$ cat src/rtl/dmem_arbiter_pkg.sv
// rtl/dmem_arbiter_pkg.sv - shared state encoding and port indices for the data memory arbiter
package dmem_arbiter_pkg;

  typedef enum logic [1:0] {
    IDLE  = 2'd0,
    LOCK0 = 2'd1,
    LOCK1 = 2'd2
  } arb_state_t;

  localparam logic P0 = 1'b0;
  localparam logic P1 = 1'b1;

endpackage

$ cat src/rtl/dmem_rr_pick.sv
// rtl/dmem_rr_pick.sv - combinational two-way round-robin pick
module dmem_rr_pick
  import dmem_arbiter_pkg::*;
(
  input  logic req0,
  input  logic req1,
  input  logic last,
  output logic gnt_valid,
  output logic gnt_idx
);

  // On a tie the port that was not granted last wins.
  assign gnt_valid = req0 | req1;
  assign gnt_idx   = (req0 & req1) ? ~last : (req1 ? P1 : P0);

endmodule

$ cat src/rtl/dmem_arbiter.sv
// rtl/dmem_arbiter.sv - round-robin data memory arbiter with bounded lock bursts
module dmem_arbiter
  import dmem_arbiter_pkg::*;
#(
  parameter int DEPTH     = 64,
  parameter int MAX_BURST = 4
) (
  input  logic        clk,
  input  logic        reset,
  input  logic        req0,
  input  logic        req1,
  input  logic        we0,
  input  logic        we1,
  input  logic [31:0] a0,
  input  logic [31:0] a1,
  input  logic [31:0] wd0,
  input  logic [31:0] wd1,
  input  logic        lock0,
  input  logic        lock1,
  output logic        gnt0,
  output logic        gnt1,
  output logic        rvalid0,
  output logic        rvalid1,
  output logic [31:0] rdata0,
  output logic [31:0] rdata1,
  output logic        err0,
  output logic        err1,
  output logic        mem_we,
  output logic [31:0] mem_a,
  output logic [31:0] mem_wd,
  input  logic [31:0] mem_rd
);

  localparam int CW = $clog2(MAX_BURST + 1);

  arb_state_t     state;
  logic           last;
  logic [CW-1:0]  burst_cnt;

  logic           pick_valid;
  logic           pick_idx;
  logic           hold;
  logic           gnt_valid;
  logic           gnt_idx;
  logic [31:0]    sel_a;
  logic [31:0]    sel_wd;
  logic           sel_we;
  logic           sel_lock;
  logic           in_range;
  logic [CW-1:0]  next_cnt;
  logic           extend_lock;

  dmem_rr_pick u_pick (
    .req0      (req0),
    .req1      (req1),
    .last      (last),
    .gnt_valid (pick_valid),
    .gnt_idx   (pick_idx)
  );

  // A lock only holds while its owner keeps requesting; otherwise re-arbitrate this same cycle.
  assign hold = ((state == LOCK0) && req0) || ((state == LOCK1) && req1);

  always_comb begin
    gnt_valid = 1'b0;
    gnt_idx   = P0;
    if (!reset) begin
      if ((state == LOCK0) && req0) begin
        gnt_valid = 1'b1;
        gnt_idx   = P0;
      end else if ((state == LOCK1) && req1) begin
        gnt_valid = 1'b1;
        gnt_idx   = P1;
      end else begin
        gnt_valid = pick_valid;
        gnt_idx   = pick_idx;
      end
    end
  end

  assign sel_a    = (gnt_idx == P1) ? a1    : a0;
  assign sel_wd   = (gnt_idx == P1) ? wd1   : wd0;
  assign sel_we   = (gnt_idx == P1) ? we1   : we0;
  assign sel_lock = (gnt_idx == P1) ? lock1 : lock0;
  assign in_range = sel_a[31:2] < 30'(DEPTH);

  assign gnt0   = gnt_valid & (gnt_idx == P0);
  assign gnt1   = gnt_valid & (gnt_idx == P1);
  assign mem_a  = gnt_valid ? sel_a  : 32'd0;
  assign mem_wd = gnt_valid ? sel_wd : 32'd0;
  assign mem_we = gnt_valid & sel_we & in_range;

  // Count restarts from zero whenever the grant is not a continuation of a held lock.
  assign next_cnt    = (hold ? burst_cnt : CW'(0)) + CW'(1);
  assign extend_lock = sel_lock && (32'(next_cnt) < 32'(MAX_BURST));

  always_ff @(posedge clk) begin
    if (reset) begin
      state     <= IDLE;
      last      <= P1;
      burst_cnt <= '0;
      rvalid0   <= 1'b0;
      rvalid1   <= 1'b0;
      rdata0    <= 32'd0;
      rdata1    <= 32'd0;
      err0      <= 1'b0;
      err1      <= 1'b0;
    end else begin
      rvalid0 <= 1'b0;
      rvalid1 <= 1'b0;
      err0    <= 1'b0;
      err1    <= 1'b0;
      if (gnt_valid) begin
        last <= gnt_idx;
        if (extend_lock) begin
          state     <= (gnt_idx == P1) ? LOCK1 : LOCK0;
          burst_cnt <= next_cnt;
        end else begin
          state     <= IDLE;
          burst_cnt <= '0;
        end
        if (gnt_idx == P0) begin
          err0 <= ~in_range;
          if (!sel_we) begin
            rvalid0 <= 1'b1;
            rdata0  <= in_range ? mem_rd : 32'd0;
          end
        end else begin
          err1 <= ~in_range;
          if (!sel_we) begin
            rvalid1 <= 1'b1;
            rdata1  <= in_range ? mem_rd : 32'd0;
          end
        end
      end else begin
        state     <= IDLE;
        burst_cnt <= '0;
      end
    end
  end

endmodule
$ cat config.mk
export PLATFORM = sky130hd
export DESIGN_NAME = dmem_arbiter
export DESIGN_NICKNAME = d
export VERILOG_FILES = /design/src/rtl/dmem_arbiter_pkg.sv /design/src/rtl/dmem_rr_pick.sv /design/src/rtl/dmem_arbiter.sv
export SDC_FILE = /design/constraint.sdc
export NUM_CORES = 1
export LEC_CHECK = 0
export CAP_MARGIN = 20
export CORE_AREA = 2 2 116 118
export DETAILED_ROUTE_END_ITERATION = 7
export DIE_AREA = 0 0 118 120
export GPL_TIMING_DRIVEN = 0
export HOLD_SLACK_MARGIN = 0.02
export PLACE_DENSITY = 0.74
export SLEW_MARGIN = 20
export SYNTH_ARGS = -nofsm -noshare
export SYNTH_HDL_FRONTEND = slang
export SYNTH_SLANG_ARGS = --single-unit
$ cat constraint.sdc
create_clock -name clk -period 5.4 [get_ports clk]
set_input_delay 1.62 -clock clk [delete_from_list [all_inputs] [get_ports clk]]
set_output_delay 1.62 -clock clk [all_outputs]
set_load 0.01 [all_outputs]
==> results of run 1 <==
[path summary, 6_finish.rpt]
path / from / endpoint / depth (start not counted)
max reg2reg: state[0]$_SDFF_PP0_ / rdata0[27]$_SDFFE_PP0P_ / 6
min reg2reg: rdata0[24]$_SDFFE_PP0P_ / rdata0[24]$_SDFFE_PP0P_ / 2
max: reset / mem_a[23] / 6
min: rdata0[24]$_SDFFE_PP0P_ / rdata0[24]$_SDFFE_PP0P_ / 2
[per-stage QoR]
stage,hold slack (ps),total power [mW],cell area [µm²]
after floorplan,473,0.680,3840
after global placement,463,0.923,7080
after detailed placement,466,0.926,7080
after CTS,477,1.57,7500
after global routing,499,1.62,7520
final,477,1.56,7520
[sequential cells by signal, summed over array words and instances, names as in the netlist]
register   cells
rdata0        32
rdata1        32
burst_cnt      3
state          2
err0           1
err1           1
last           1
rvalid0        1
rvalid1        1
[kinds of logic after synthesis]
group                    after synthesis
AO/OA/AOI/OAI                         99
flip-flops                            74
multiplexers                           3
buffers and inverters                 50
other                                  1
AND/OR/NAND/NOR                      274
adder cells (fa/ha/maj)                1
[cell type report]
type | count | area share (%)
Inverter | 4 | 0.200
Multi-Input combinational cell | 378 | 29.1
Timing Repair Buffer | 305 | 40.4
Buffer | 44 | 3.29
Clock inverter | 6 | 1.20
Antenna cell | 4 | 0.133
Tap cell | 176 | 2.93
Clock buffer | 9 | 2.99
Sequential cell | 74 | 19.7
[power groups by stage]
stage	sequential [mW]	clock [mW]	combinational [mW]
global route	0.552	0.671	0.398
detailed placement	0.564	0	0.362
floorplan	0.564	0	0.115
finish	0.552	0.637	0.374
CTS	0.552	0.644	0.373
global placement	0.564	0	0.360
[repair_timing]
item	4_1_cts	5_1_grt
cloned	0	0
endpoints found under the setup margin	66	30
setup buffers	3	0
pin swaps	2	0
endpoints found under the hold margin	0	0
gates resized for setup	35	11
[worst max-delay path, cell delays in order]
cell,delay (ps)
clkdlybuf4s50_1,420
clkbuf_1,220
o21bai_2,360
clkbuf_2,250
a21oi_1,240
clkdlybuf4s50_1,590
[cells in the final DEF, fill, tap and decap left out, drive strengths merged, types with 3 or more instances in the layout]
cell type,instances
dfxtp,74
nand2,134
clkbuf,40
and2,3
nand3b,34
nor3,4
o21ai,33
nand3,41
diode,4
nor2,3
nor4,12
a21oi,26
clkdlybuf4s50,298
a22o,32
dlygate4sd2,4
nand4,32
buf,16
inv,6
mux2i,3
[layer usage]
metal,share of wire [%],vias up,global-route usage [%]
li1,-,2431,-
met1,40,2385,28.4
met2,49,245,43.9
met3,7.3,40,6.75
met4,4.0,0,10.5
met5,0,-,0
==> reports/summary.txt, run 1 <==
Area added between synthesis and finish: 95.9%
Peak Freq: 188 MHz
Clk sinks: 74
Final wirelength: 18,300 µm
Final Hold Vio Count: 0
Pwr dens: 208 mW/mm²
Yosys cell types: 41
Final min period: 5320 ps
Final net count: 985
Register area share after synthesis: 38.6%
Final cycle utilization of the critical path: 98.5%
Total GRT Usage: 24.9%
Internal: 1.17 mW
Gpl congestion: 0.939
Status: finished, final reports clean
Sw Share: 25.2%
Mapped Area: 0.00384 mm²
Most used DFF post-synth: dfxtp_1
Post-Synth XOR/XNOR Area: 0%
Initial Util: 29.6%
Syn nets: 671
Vias in the first global route: 5,101
Number of cell rows: 42
Post-synthesis adder-cell area fraction: 0.326%
Worst endpoint required time: 3780 ps
Largest net degree at the start of global routing: 14
Top-count cell post-synth: nand2_1
Antenna violations before repair: 4
Avg Cell Area, Syn: 7.65 µm²
Max cap viols: 0
Boundary Pins: 303
Die height: 120 µm
Cell taking the most area after synthesis: dfxtp_1
Worst slew pin tran: 586 ps
P_leak: 2.89 nW
Share of the synthesized area in the top cell type: 38.6%
Layout cells sized above 1: 10.5%
Setup crit end kind: output pin
Clk Latency, worst-skew pair: 330 ps
Vias per std cell: 5.10
Compound-gate portion of the synthesized area: 18.1%
Final std cells w/o fill: 1,000
DRC violations left: 0
Wirelength per Cell: 18.3 µm
RSZ-0062 raised after global routing: false
Pre-CTS WS: -427 ps
Crit path arrival time: 3700 ps
Total CTS buffers: 9
HPWL after DPL: 14,800 µm
Synthesized instance count: 502
Endpoints failing setup: 0
TritonCTS clock tree: yes
Port-buffer cells: 302
Final WS setup: 81.9 ps
Placeable Area: 0.0130 mm²
Flop pwr share: 35.3%
Final-layout fill cell count: 1,228
Clock Path Buffers: 2
Slew Limit Fails: 0
Mux cell area share after synthesis: 0.782%
Slew HR: 60.8%
Seq cells post-synth: 74
Cell total after placement: 980
Global-route wire length before repair: 27,900 µm
CTS hold repair buffers: 0
Worst-path clk slew: 60 ps
Drt pass-1 iters: 5
Routed Antenna Nets: 0
Largest family of logic cells by synthesized area: simple AND/OR/NAND/NOR gates
Post-synthesis async set-or-reset flop share: 0%
Vias: 5,101
Post-synth EDFFs: 0
Die W: 118 µm
Clock Root Buffer: clkbuf_16
Clock Skew: 5.86 ps
Storage cell area: 0.00148 mm²
Max rail drop VDD: 169 µV
Gr ovfl total: 0
CP Max Fanout: 10
Total die area: 0.0142 mm²
Setup TNS: 0 ps
Reg-to-reg slack, setup: 3220 ps
Gate power share: 24.0%
Layout Utilization: 57.9%
CP Launch Type: input port
Warnings, synthesis: 0
Synth area leaders: dfxtp_1, nand2_1, a22o_2
Violation count after the first detailed-routing iteration: 345
# H-tree levels: 3
Clock share of power: 40.7%
HP Class: reg2reg
Commonest cells post-synth: nand2_1, dfxtp_1, nand3_1
Post-synthesis simple-gate area fraction: 36.4%
Setup CP Type: in2out
Multi-input logic area: 0.00219 mm²
P_sw: 0.394 mW
Note: power is estimated with default switching activity, not from simulation.
==> run 2, diff against run 1 <==
--- a/config.mk
+++ b/config.mk
@@ -11,6 +11,7 @@
 export DIE_AREA = 0 0 118 120
 export GPL_TIMING_DRIVEN = 0
 export HOLD_SLACK_MARGIN = 0.02
+export MAX_ROUTING_LAYER = met4
 export PLACE_DENSITY = 0.74
 export SLEW_MARGIN = 20
 export SYNTH_ARGS = -nofsm -noshare
==> constraint.sdc (replaced) <==
create_clock -name clk -period 5.4 [get_ports clk]
set_input_delay 1.08 -clock clk [delete_from_list [all_inputs] [get_ports clk]]
set_output_delay 1.08 -clock clk [all_outputs]
set_load 0.01 [all_outputs]
==> run 2 against run 1 <==
Worst hold slack better by 2.5 ps. Design area down 1.6%. Clock power down 4.1%. Maximum frequency up 12%. Non-clock buffer count down 1. First-iteration DRC count down 15%. Flip-flop and latch count unchanged. Clock skew up 3.0 ps. Critical endpoint is now mem_we. Highest routed layer unchanged.
==> reports/summary.txt, run 2 (same netlist as run 1, synthesis figures left out) <==
Status: finished, final reports clean
TritonCTS clock tree: yes
RSZ-0062 raised after global routing: false
Worst R2R End: rdata0[20]$_SDFFE_PP0P_
Vias: 5,065
Reg2Reg Depth: 5
Placeable Area: 0.0130 mm²
HPWL after DPL: 14,500 µm
Setup TNS: 0 ps
P_leak: 2.80 nW
Final-layout fill cell count: 1,225
Area added between synthesis and finish: 92.7%
Most common cell on crit path: clkdlybuf4s50_1
Layout Utilization: 57.0%
Peak Freq: 210 MHz
Max rail drop VDD: 181 µV
Commonest non-fill, non-tap cell in the layout: clkdlybuf4s50_1
Vias in the first global route: 4,954
Port-buffer cells: 302
Slew Limit Fails: 0
Number of cell rows: 42
Worst-path clk slew: 60 ps
Crit path launch: a0[28]
Endpoints failing setup: 0
Die W: 118 µm
Slew HR: 45.7%
Initial Util: 29.6%
Wirelength per Cell: 18.1 µm
CP Max Fanout: 10
Layout cells sized above 1: 7.32%
Critical R2R Launch: state[0]$_SDFF_PP0_
Setup bufs post-CTS: 0
Top Family by Delay on Critical Path: buffers and inverters
Routed length on met3: 1030 µm
Gr ovfl total: 0
Total CTS buffers: 9
Clock Path Buffers: 2
HP Class: reg2reg
Boundary Pins: 303
Final min period: 4750 ps
Wire length on met2: 9020 µm
Most frequent cells in the layout: clkdlybuf4s50_1, nand2_1, dfxtp_1, nand3_1, nand3b_1
Tot Pwr: 1.53 mW
Total GRT Usage: 25.0%
Antenna violations before repair: 3
Total die area: 0.0142 mm²
Crit path depth: 8
Violation count after the first detailed-routing iteration: 294
Die height: 120 µm
Max cap viols: 0
CP Launch Type: input port
Clk Latency, worst-skew pair: 330 ps
Clock Root Buffer: clkbuf_16
Routed Antenna Nets: 0
Largest net degree at the start of global routing: 16
Metal1 wirelength: 7510 µm
Post-cts sizing count: 0
CTS hold repair buffers: 0
Clk sinks: 74
Hold Path Depth: 1
Global-route wire length before repair: 27,100 µm
Gpl congestion: 0.959
Clock Skew: 8.82 ps
Pwr dens: 206 mW/mm²
# H-tree levels: 3
Setup crit end kind: output pin
Reg-to-reg slack, setup: 3310 ps
Crit-path slowest cell: clkdlybuf4s50_1
DR top layer: met4
Setup CP Type: in2out
CP bufs+invs: 4
Largest regs: rdata0: 32 flops, rdata1: 32 flops, burst_cnt: 3 flops
DRC violations left: 0
Worst endpoint required time: 4320 ps
Drt pass-1 iters: 4
Vias per std cell: 5.07
Worst slew pin tran: 808 ps
CP cell instances: clkdlybuf4s50_1, nor4_1, and4_1, clkbuf_1, buf_2, nand4b_1, a21oi_1, clkdlybuf4s50_1
Peak per-stage delay on the critical path: 600 ps
Final net count: 984
Final cycle utilization of the critical path: 88.0%
Crit path arrival time: 3670 ps
Final Hold Vio Count: 0
Final wirelength: 18,000 µm
CP endpoint: mem_we
==> run 2: cell types whose count changed in the layout (fill, tap and decap cells not counted), moves of 4 or more <==
| cell | delta |
|---|---|
| buf_4 | -6 |
| clkbuf_1 | +15 |
| clkbuf_2 | -10 |
| clkbuf_4 | -4 |
| clkdlybuf4s50_1 | +4 |
| dlygate4sd2_1 | -4 |
| nor4_1 | +4 |
==> run 2: worst min path at each step <==
stage,endpoint,start
finish,rdata1[22]$_SDFFE_PP0P_,rdata1[22]$_SDFFE_PP0P_
detailed placement,rdata1[7]$_SDFFE_PP0P_,rdata1[7]$_SDFFE_PP0P_
global route,rdata0[23]$_SDFFE_PP0P_,rdata0[23]$_SDFFE_PP0P_
floorplan,last$_SDFFE_PP1P_,last$_SDFFE_PP1P_
global placement,rdata0[21]$_SDFFE_PP0P_,rdata0[21]$_SDFFE_PP0P_
CTS,rdata0[23]$_SDFFE_PP0P_,rdata0[23]$_SDFFE_PP0P_
==> run 2: power by group <==
part / total (mW) / internal [mW] / switching, mW / leakage, nW
Combinational: 0.365 / 0.208 / 0.157 / 2.06
Clock: 0.611 / 0.366 / 0.245 / 0.145
Sequential: 0.551 / 0.550 / 0.00148 / 0.598
==> run 2: through the flow <==
stage               hold slack (ps)  instances  cell area (µm²)  setup WS, ps
global placement                462        980             7080           692
floorplan                       473        502             3840          2070
finish                          480        999             7400           648
detailed placement              463        980             7080           678
CTS                             478        996             7390           660
global route                    497        999             7400           525
==> run 2: final cells by class <==
| class | count | area, µm² | area share [%] |
|---|---|---|---|
| Timing Repair Buffer | 302 | 3020 | 40.9 |
| Multi-Input combinational cell | 378 | 2140 | 28.9 |
| Sequential cell | 74 | 1480 | 20.0 |
| Clock buffer | 9 | 225 | 3.04 |
| Tap cell | 176 | 220 | 2.98 |
| Buffer | 46 | 205 | 2.77 |
| Clock inverter | 7 | 82.6 | 1.12 |
| Inverter | 4 | 15.0 | 0.203 |
| Antenna cell | 3 | 7.51 | 0.101 |
==> run 2: metal layers <==
| metal | vias to the layer above | track usage [%] |
|---|---|---|
| li1 | 2428 | - |
| met5 | - | - |
| met2 | 239 | 42.5 |
| met3 | 29 | 4.85 |
| met1 | 2369 | 29.0 |
| met4 | 0 | 10.4 |
==> run 2: worst reg2reg max path: cells and delay by family, from the launching register on <==
family / cells / cell delay (ps)
compound gates: 2 / 540
buf+inv: 1 / 390
flops: 1 / 350
mux: 1 / 470
simple gates: 1 / 220
==> run 3, diff against run 2 <==
--- a/config.mk
+++ b/config.mk
@@ -13,7 +13,7 @@
 export HOLD_SLACK_MARGIN = 0.02
 export MAX_ROUTING_LAYER = met4
 export PLACE_DENSITY = 0.74
-export SLEW_MARGIN = 20
+export SLEW_MARGIN = 30
 export SYNTH_ARGS = -nofsm -noshare
 export SYNTH_HDL_FRONTEND = slang
 export SYNTH_SLANG_ARGS = --single-unit
==> results of run 3 <==
Final layout, timing and power as in run 2 (identical DEF).
